$ cat config.mk
export PLATFORM = sky130hd
export DESIGN_NAME = image_streamer
export DESIGN_NICKNAME = d
export VERILOG_FILES = /design/src/rtl/image_streamer.sv
export SDC_FILE = /design/constraint.sdc
export NUM_CORES = 1
export LEC_CHECK = 0
export ABC_AREA = 1
export CAP_MARGIN = 25
export CORE_UTILIZATION = 57
export CTS_BUF_LIST = sky130_fd_sc_hd__clkbuf_4 sky130_fd_sc_hd__clkbuf_8 sky130_fd_sc_hd__clkbuf_16
export DETAILED_ROUTE_END_ITERATION = 8
export PLACE_DENSITY = 0.75
export SETUP_SLACK_MARGIN = 0.3
export SLEW_MARGIN = 20
export SYNTH_ARGS = -nofsm -noshare
export SYNTH_HDL_FRONTEND = slang
export SYNTH_SLANG_ARGS = --single-unit
$ cat constraint.sdc
create_clock -name clk -period 12.3 [get_ports clk]
set_input_delay 2.46 -clock clk [delete_from_list [all_inputs] [get_ports clk]]
set_output_delay 2.46 -clock clk [all_outputs]
set_load 0.005 [all_outputs]
$ cat src/rtl/image_streamer.sv
// Holds one feature map loaded in raster order and replays it on a valid/ready pixel stream.
// The retained image can be streamed any number of times until it is cleared or reset.
module image_streamer #(
   parameter int BitSize     = 32,
   parameter int ImageWidth  = 4,
   parameter int ImageHeight = ImageWidth
) (
   input  logic               clk,
   input  logic               res,
   input  logic               wr_valid,
   input  logic [BitSize-1:0] wr_data,
   output logic               wr_ready,
   input  logic               start,
   input  logic               clear,
   input  logic               in_ready,
   output logic               out_valid,
   output logic [BitSize-1:0] out_data,
   output logic               out_row_end,
   output logic               out_done,
   output logic               full
);

   localparam int Pixels  = ImageWidth * ImageHeight;
   localparam int PtrBits = (Pixels > 1) ? $clog2(Pixels) : 1;
   localparam int ColBits = (ImageWidth > 1) ? $clog2(ImageWidth) : 1;
   localparam int RowBits = (ImageHeight > 1) ? $clog2(ImageHeight) : 1;

   localparam logic [PtrBits-1:0] LastPtr = PtrBits'(Pixels - 1);
   localparam logic [ColBits-1:0] LastCol = ColBits'(ImageWidth - 1);
   localparam logic [RowBits-1:0] LastRow = RowBits'(ImageHeight - 1);

   typedef enum logic [1:0] {
      LOAD   = 2'd0,
      FULL   = 2'd1,
      STREAM = 2'd2
   } state_t;

   state_t state, next_state;

   logic [BitSize-1:0] mem [Pixels];
   logic [PtrBits-1:0] wr_ptr, rd_ptr;
   logic [ColBits-1:0] col;
   logic [RowBits-1:0] row;
   logic               done_q;
   logic               wr_fire, rd_fire, rd_last;

   assign rd_last  = (col == LastCol) && (row == LastRow);
   assign out_done = done_q;

   always_ff @(posedge clk) begin
      if (res) begin
         state <= LOAD;
      end else begin
         state <= next_state;
      end
   end

   // clear overrides every transition, so it is applied after the per-state decision
   always_comb begin
      next_state  = state;
      wr_ready    = 1'b0;
      full        = 1'b0;
      out_valid   = 1'b0;
      out_data    = '0;
      out_row_end = 1'b0;
      wr_fire     = 1'b0;
      rd_fire     = 1'b0;
      case (state)
         LOAD: begin
            wr_ready = 1'b1;
            wr_fire  = wr_valid;
            if (wr_fire && (wr_ptr == LastPtr)) begin
               next_state = FULL;
            end
         end
         FULL: begin
            full = 1'b1;
            if (start) begin
               next_state = STREAM;
            end
         end
         STREAM: begin
            full        = 1'b1;
            out_valid   = 1'b1;
            out_data    = mem[rd_ptr];
            out_row_end = (col == LastCol);
            rd_fire     = in_ready;
            if (rd_fire && rd_last) begin
               next_state = FULL;
            end
         end
         default: begin
            next_state = LOAD;
         end
      endcase
      if (clear) begin
         next_state = LOAD;
      end
   end

   // Storage is deliberately left out of reset; a clear or reset only drops the pending write
   always_ff @(posedge clk) begin
      if (wr_fire && !clear && !res) begin
         mem[wr_ptr] <= wr_data;
      end
   end

   always_ff @(posedge clk) begin
      if (res || clear) begin
         wr_ptr <= '0;
         rd_ptr <= '0;
         col    <= '0;
         row    <= '0;
         done_q <= 1'b0;
      end else begin
         done_q <= rd_fire && rd_last;
         if (wr_fire) begin
            wr_ptr <= (wr_ptr == LastPtr) ? '0 : wr_ptr + 1'b1;
         end
         if ((state == FULL) && start) begin
            rd_ptr <= '0;
            col    <= '0;
            row    <= '0;
         end else if (rd_fire) begin
            rd_ptr <= rd_last ? '0 : rd_ptr + 1'b1;
            if (col == LastCol) begin
               col <= '0;
               row <= (row == LastRow) ? '0 : row + 1'b1;
            end else begin
               col <= col + 1'b1;
            end
         end
      end
   end

endmodule

==> flow_summary.yaml, run 1 <==
synth:
  synth_cells: 2131
  avgSynthCellArea_sq_um: 10.62
  yosysUniqueCellTypes: 24
  seq_area_frac_synth: 0.6960
  synth_area_sq_um: 22640
  ys_seq_elements: 531
  synth_fp_nets: 2181
  ys_warn_count: 0
power_and_ir_drop:
  peakVddDrop_mv: 0.2013
  finalPower_mw: 3.674
  powerDensity_nw_per_um2: 144.0
  leakage_nw: 10.27
setup_path:
  cp-end-kind: "output pin"
  path_class: "flop to output pin"
  start_kind: "flop"
  cp_max_fo: 83
  arrival_ns: 4.14
  crit_required_ns: 9.84
clock_tree:
  cts_tree: "yes"
  clkSlewWorstSetupHoldPaths_ns: 0.06
  cts_buffers: 53
  postCtsResizedCells: 0
  clock-root-buffer: "clkbuf_16"
  cts_sinks: 531
  cts_htree_levels: 2
  clk_latency_ns: 0.60
  cts_buffer_depth: 3
  holdBufCountCts: 0
  postCtsSetupBuffers: 0
floorplan:
  core_region_area_sq_um: 38920
  dieArea_sq_um: 40520
  start_util: 0.5817
  die_h_um: 201.3
  die-width_um: 201.3
  rows: 72
  io_pins: 75
global_routing:
  grt_pass1_wl_mm: 80.96
  overflow: 0
  grt_pass1_vias: 14730
  track_usage: 0.2612
  grt_max_degree: 99
  grt_antenna_before_repair: 0
routing:
  post_drt_via_cell_ratio: 5.505
  dr.pass1.iters: 5
  ant_nets: 0
  routedWlPerCell_um: 19.05
  vias: 15110
  first_iter_violations: 1489
  drc: 0
  routed_wl_mm: 52.28
hold_path:
  min_path_type: "flop to flop"
sta:
  hold_viol: 0
  fin_skew_ns: 0.01381
  worst_pin_slew_ns: 1.056
  fin_crit_ns: 6.602
  setup_violations: 0
  post-route-period-util: 0.5368
  slew_viol_final: 0
  max_freq_mhz: 151.5
  slew_headroom: 0.2919
  tns_ns: 0
  rsz0062_at_grt: "no"
layout:
  n_antenna_cell: 0
  final_common_cell: "nand2_1"
  mostFrequentLayoutCells: "nand2_1, edfxtp_1, nand3_1, inv_1, clkdlybuf4s50_1"
  drive_above_1_share: 0.06334
  final_cell_area_sq_um: 25510
  area_delta_synth_final_pct: 12.69
  stdcell_count: 2744
  fin_nets: 2234
placement:
  placed_area_sq_um: 23700
  place_congestion: 0.7795
  dpl.hpwl_mm: 26.18
  portBuffers: 74
  dp_cells: 2645
job:
  cap_violations: 0
status:
  status: "completed"
final cells by class:
class                      instances  area, sq um
clock buffer                      70         1466
inverter                         276         1046
fill                            2835        13410
multi-input combinational       1216         5274
timing repair buffer             106         1001
tap                              518        648.1
clock inverter                    27        310.3
sequential                       531        15770
Yosys cell counts:
library cell	count	share of area
nand4_1	2	0.00055
a211oi_1	2	0.00066
inv_4	1	0.00028
buf_2	49	0.011
edfxtp_1	512	0.68
inv_2	1	0.00017
buf_8	2	0.0013
o21ai_0	4	0.00088
ha_1	12	0.0066
buf_12	1	0.00088
buf_4	2	0.00066
clkbuf_1	21	0.0035
nand2_1	797	0.13
a21oi_1	40	0.0088
xor2_1	3	0.0012
dfxtp_1	19	0.017
nor3_1	9	0.0020
buf_1	12	0.0020
buf_6	21	0.010
inv_1	274	0.045
o211ai_1	1	0.00033
nor2_1	23	0.0038
o21bai_1	1	0.00033
nand3_1	322	0.071
stage by stage:
stage / worst slack, ns / hold slack, ns / utilization
after floorplan: 6.534 / 0.4425 / -
after global placement: 6.427 / 0.4503 / 0.6090
after detailed placement: 6.427 / 0.4643 / 0.6090
after CTS: 5.752 / 0.4739 / 0.6546
after global routing: 5.542 / 0.5035 / 0.6555
final: 5.698 / 0.4711 / 0.6555
kinds of logic after synthesis:
family / after synthesis / synth area share
buffers and inverters: 384 / 0.07550
and+or+nand+nor: 1153 / 0.2097
DFF: 531 / 0.6960
xor gates and xnor gates: 3 / 0.001161
AOI/OAI and AO/OA: 48 / 0.01105
adders and majority gates: 12 / 0.006632
where the power goes:
part / total [mW] / internal (mW) / switching (mW)
registers: 1.99 / 1.99 / 0.00138
logic: 0.0493 / 0.0147 / 0.0345
clock network: 1.64 / 0.983 / 0.654
sequential cells by signal, indices dropped and copies added (netlist names), named ones only:
name,cells
mem,512
rd_ptr,4
wr_ptr,4
col,2
row,2
state,2
out_done,1
path summary, 6_finish.rpt:
kind	startpoint	endpoint	slack, ns	cells past startpoint
setup / recovery	flop	out_data[14]	5.70	9
hold reg to reg	row[1]$_SDFFE_PP0P_	row[1]$_SDFFE_PP0P_	0.47	2
setup reg to reg	state[1]$_SDFFE_PP0P_	mem[11][11]$_DFFE_PP_	9.31	7
hold / removal	row[1]$_SDFFE_PP0P_	row[1]$_SDFFE_PP0P_	0.47	2
critical path, stage by stage, from the launching register on:
cell             delay (ns)
dfxtp_4                0.58
inv_6                  0.58
buf_4                  0.77
nand2_1                0.14
nand2_1                0.10
nand2_1                0.06
nand3_1                0.12
nand3_1                0.13
a21oi_1                0.32
clkdlybuf4s50_1        0.58
metal layers:
layer / wire length, um / global-route usage / vias to the layer above
met3: 4404 / 0.04519 / 128
met5: 0 / 0 / -
met4: 1739 / 0.1085 / 0
met2: 25090 / 0.4263 / 633
met1: 21050 / 0.3489 / 7246
li1: - / - / 7098
Power figures use the tool's default switching activity.
==> run 2, diff against run 1 <==
CORE_UTILIZATION = 55   (was 57)
PLACE_DENSITY = 0.76   (was 0.75)
clock period = 5.66 ns   (was 12.3 ns; I/O delays follow)
==> flow_summary.yaml, run 2 (same netlist as run 1, synthesis figures left out) <==
placement:
  dp_slack_ns: 1.617
  place_congestion: 0.7995
  dpl.hpwl_mm: 29.83
  portBuffers: 74
clock_tree:
  cts_htree_levels: 2
  clk_latency_ns: 0.59
  cts_sinks: 531
  cts_buffers: 52
  clock-root-buffer: "clkbuf_16"
  cts_tree: "yes"
  clkSlewWorstSetupHoldPaths_ns: 0.06
  cts_buffer_depth: 3
  postCtsResizedCells: 0
  postCtsSetupBuffers: 0
  holdBufCountCts: 0
routing:
  routedWlPerCell_um: 19.30
  drc: 0
  dr.pass1.iters: 5
  first_iter_violations: 1646
  vias: 15280
  ant_nets: 0
  post_drt_via_cell_ratio: 5.554
  routed_wl_mm: 53.10
setup_path:
  reg2reg_depth: 7
  path_class: "flop to output pin"
  cp_max_fo: 88
  reg2reg_slack_ns: 3.04
  slowest_delay_ns: 0.82
  reg2reg_to: "mem[9][25]$_DFFE_PP_"
  crit_path_top_delay_cell: "buf_4"
  arrival_ns: 3.53
  crit_chain: "buf_4, nand2_1, nand2_1, nand2_1, nand3_1, nand3_1, a21oi_1, clkdlybuf4s50_1"
  reg2reg_from: "state[1]$_SDFFE_PP0P_"
  crit_required_ns: 4.53
  critPathBufInv: 2
  crit_family: "buffers and inverters"
  path_common_cell: "nand2_1"
  cp-end-kind: "output pin"
  start_kind: "flop"
  cp_num_cells: 8
layout:
  drive_above_1_share: 0.06334
  mostFrequentLayoutCells: "nand2_1, edfxtp_1, nand3_1, inv_1, clkdlybuf4s50_1"
  fin_nets: 2239
  final_common_cell: "nand2_1"
  top_register: "mem"
  utilization: 0.6388
  reg_top3: "mem: 512 flops, rd_ptr: 4 flops, wr_ptr: 4 flops"
  area_delta_synth_final_pct: 13.40
  n_antenna_cell: 0
  largest_reg_flops: 512
hold_path:
  whs_path_depth: 2
  hold_start: "row[1]$_SDFFE_PP0P_"
  min_path_type: "flop to flop"
  holdPathEnd: "row[1]$_SDFFE_PP0P_"
power_and_ir_drop:
  p_int_mw: 6.461
  peakVddDrop_mv: 0.3035
  powerDensity_nw_per_um2: 310.1
  p_switching_mw: 1.499
  swShare: 0.1883
  finalPower_mw: 7.960
  p_clk_frac: 0.443
  seqPwrFrac: 0.543
  leakage_nw: 10.31
  p_comb_frac: 0.014
floorplan:
  dieArea_sq_um: 41980
  core_region_area_sq_um: 40190
  die-width_um: 204.9
  die_h_um: 204.9
  io_pins: 75
  start_util: 0.5633
  rows: 73
sta:
  setup_violations: 0
  slew_viol_final: 0
  fin_ws_ns: 0.9931
  fin_crit_ns: 4.667
  slew_headroom: 0.3063
  rsz0062_at_grt: "no"
  hold_ws_ns: 0.4660
  tns_ns: 0
  fin_skew_ns: 0.02271
  max_freq_mhz: 214.3
  worst_pin_slew_ns: 1.039
  hold_viol: 0
  post-route-period-util: 0.8245
global_routing:
  track_usage: 0.2598
  grt_use_met1: 0.3417
  grt_pass1_vias: 15040
  grtUsageMet3: 0.04136
  top_usage_layer: "met2"
  overflow: 0
  grt_antenna_before_repair: 0
  grt_pass1_wl_mm: 82.66
  grt_max_degree: 130
  gr-usage-met2: 0.4323
job:
  cap_violations: 0
status:
  status: "completed"
[run 2: area by class of cell]
class                           instances  area [sq um]
Sequential cell                       531         15770
Fill cell                            3017         14520
Multi-Input combinational cell       1216          5274
Clock buffer                           63          1401
Timing Repair Buffer                  112          1201
Inverter                              276          1044
Tap cell                              525         656.9
Clock inverter                         28         329.1
[run 2: metrics by stage]
| stage | cell area, sq um | instances |
|---|---|---|
| 2_1_floorplan | 22640 | 2131 |
| 3_3_place_gp | 23720 | 2651 |
| 3_5_place_dp | 23940 | 2660 |
| 4_1_cts | 25670 | 2751 |
| 5_1_grt | 25670 | 2751 |
| 6_report | 25670 | 2751 |
[run 2: how the worst max path moves through the flow]
stage	slack (ns)	to
after floorplan	1.22	mem[2][0]$_DFFE_PP_
after global placement	1.60	out_data[7]
after detailed placement	1.62	out_data[29]
after CTS	0.96	out_data[14]
after global routing	0.77	out_data[17]
final	0.99	out_data[13]
[run 2: power groups by stage]
stage	clock network, mW	logic (mW)	registers, mW
2_1_floorplan	0	0.0234	4.40
3_3_place_gp	0	0.105	4.40
3_5_place_dp	0	0.112	4.40
4_1_cts	3.57	0.113	4.32
5_1_grt	3.71	0.123	4.32
6_report	3.53	0.113	4.32
[run 2: worst reg2reg max path, delay by kind of cell, from the launching register on]
kind | cells | cell delay, ns
fa+ha+maj | 1 | 0.25
flops | 1 | 0.33
simple gates | 4 | 1.34
buf+inv | 2 | 0.37
[run 2: routing by layer]
layer | wire length [um] | vias to the layer above
met5 | 0 | -
met4 | 1806 | 0
met3 | 4427 | 140
met2 | 25780 | 736
met1 | 21090 | 7306
li1 | - | 7096
==> run 3, diff against run 2 <==
clock period = 3.91 ns   (was 5.66 ns; I/O delays follow)
==> flow_summary.yaml, run 3 (same netlist as run 1, synthesis figures left out) <==
status:
  status: "completed"
routing:
  dr.pass1.iters: 8
  post_drt_via_cell_ratio: 5.584
  drc: 0
  routedWlPerCell_um: 20.33
  vias: 15600
  ant_nets: 0
  first_iter_violations: 1644
  routed_wl_mm: 56.79
setup_path:
  cp_max_fo: 25
  start_kind: "flop"
  crit_chain: "buf_4, buf_16, nand2_1, nand2_1, nand2_1, nand3_1, nand3_1, a21oi_2, clkdlybuf4s50_1"
  path_class: "flop to output pin"
  crit_required_ns: 3.13
  path_common_cell: "nand2_1"
  crit_path_top_delay_cell: "dfxtp_4"
  cp-end-kind: "output pin"
  arrival_ns: 2.84
  slowest_delay_ns: 0.56
floorplan:
  die-width_um: 204.9
  core_region_area_sq_um: 40190
  rows: 73
  dieArea_sq_um: 41980
  start_util: 0.5633
  io_pins: 75
  die_h_um: 204.9
sta:
  worst_pin_slew_ns: 0.6926
  hold_viol: 0
  slew_viol_final: 0
  post-route-period-util: 0.9255
  slew_headroom: 0.5383
  rsz0062_at_grt: "yes"
  setup_violations: 0
  fin_skew_ns: 0.01499
  fin_crit_ns: 3.619
  max_freq_mhz: 276.4
layout:
  largest_reg_flops: 512
  fillers: 2943
  reg_top3: "mem: 512 flops, rd_ptr: 4 flops, wr_ptr: 4 flops"
  regArea_sq_um: 15770
  stdcell_count: 2794
  final_common_cell: "nand2_1"
  drive_above_1_share: 0.08201
  multiInputGateArea_sq_um: 5293
  fin_nets: 2275
  mostFrequentLayoutCells: "nand2_1, edfxtp_1, nand3_1, inv_1, clkdlybuf4s50_1"
  top_register: "mem"
  area_delta_synth_final_pct: 15.62
power_and_ir_drop:
  peakVddDrop_mv: 0.3836
  swShare: 0.1910
  p_clk_frac: 0.446
  powerDensity_nw_per_um2: 442.1
  seqPwrFrac: 0.540
  p_switching_mw: 2.210
  p_comb_frac: 0.014
  p_int_mw: 9.362
  finalPower_mw: 11.57
  leakage_nw: 10.56
hold_path:
  min_path_type: "flop to flop"
global_routing:
  grt_antenna_before_repair: 3
  track_usage: 0.2659
  grt_pass1_wl_mm: 83.68
  grt_pass1_vias: 15190
  grt_max_degree: 101
  overflow: 0
clock_tree:
  cts_tree: "yes"
  cts_sinks: 531
  cts_buffers: 53
  cts_buffer_depth: 3
  cts_htree_levels: 2
  clock-root-buffer: "clkbuf_16"
  clkSlewWorstSetupHoldPaths_ns: 0.06
  clk_latency_ns: 0.60
job:
  cap_violations: 0
placement:
  dpl.hpwl_mm: 28.32
  dp_cells: 2676
  portBuffers: 74
  place_congestion: 0.8019
run 3: timing repair:
item,in CTS,in global routing
endpoints found under the setup margin,32,32
buffers inserted,1,10
gates resized for setup,8,19
cloned,3,5
hold buffers,0,0
run 3: critical path, delay by kind of cell (launching register included):
family | cells | cell delay [ns]
compound gates | 1 | 0.28
buf+inv | 3 | 0.93
flops | 1 | 0.56
simple gates | 5 | 0.45
run 3: final cells by class:
class                   instances  area share
diodes                          1  0.00009560
clock buffers                  67     0.05650
clock inverters                31     0.01157
inverters                     276     0.04130
multi-input cells            1216      0.2022
flip-flops and latches        531      0.6023
well taps                     525     0.02510
repair buffers                144     0.05975
repair inverters                3    0.001195
run 3: final timing paths:
check | depth (start not counted) | slack, ns | endpoint | start
min | 2 | 0.46 | row[1]$_SDFFE_PP0P_ | row[1]$_SDFFE_PP0P_
max | 9 | 0.29 | out_data[17] | flop
min reg2reg | 2 | 0.46 | row[1]$_SDFFE_PP0P_ | row[1]$_SDFFE_PP0P_
max reg2reg | 7 | 1.40 | mem[9][11]$_DFFE_PP_ | state[1]$_SDFFE_PP0P_
run 3: through the flow:
stage	worst slack (ns)	utilization	hold WS [ns]	cell area, sq um	setup TNS (ns)
finish	0.2914	0.6513	0.4634	26180	0
global placement	0.6231	0.5968	0.4504	23990	0
CTS	0.2621	0.6445	0.4663	25900	0
detailed placement	0.5967	0.5968	0.4578	23990	0
global route	0.2124	0.6512	0.5058	26170	0
floorplan	-0.1776	-	0.4425	22640	-22.73
run 3: power groups by stage:
stage	Sequential, mW	Clock, mW	Combinational [mW]
after CTS	6.25	5.20	0.156
final	6.25	5.16	0.158
after global routing	6.25	5.41	0.173
after floorplan	6.38	0	0.0339
after global placement	6.37	0	0.148
after detailed placement	6.37	0	0.155
run 3: per-layer routing:
| metal | share of wire | global-route usage | routed length, um |
|---|---|---|---|
| met5 | 0.00032 | 0 | 18 |
| met4 | 0.032 | 0.1116 | 1802 |
| met2 | 0.49 | 0.4375 | 27660 |
| met3 | 0.10 | 0.05425 | 5824 |
| met1 | 0.38 | 0.3442 | 21480 |
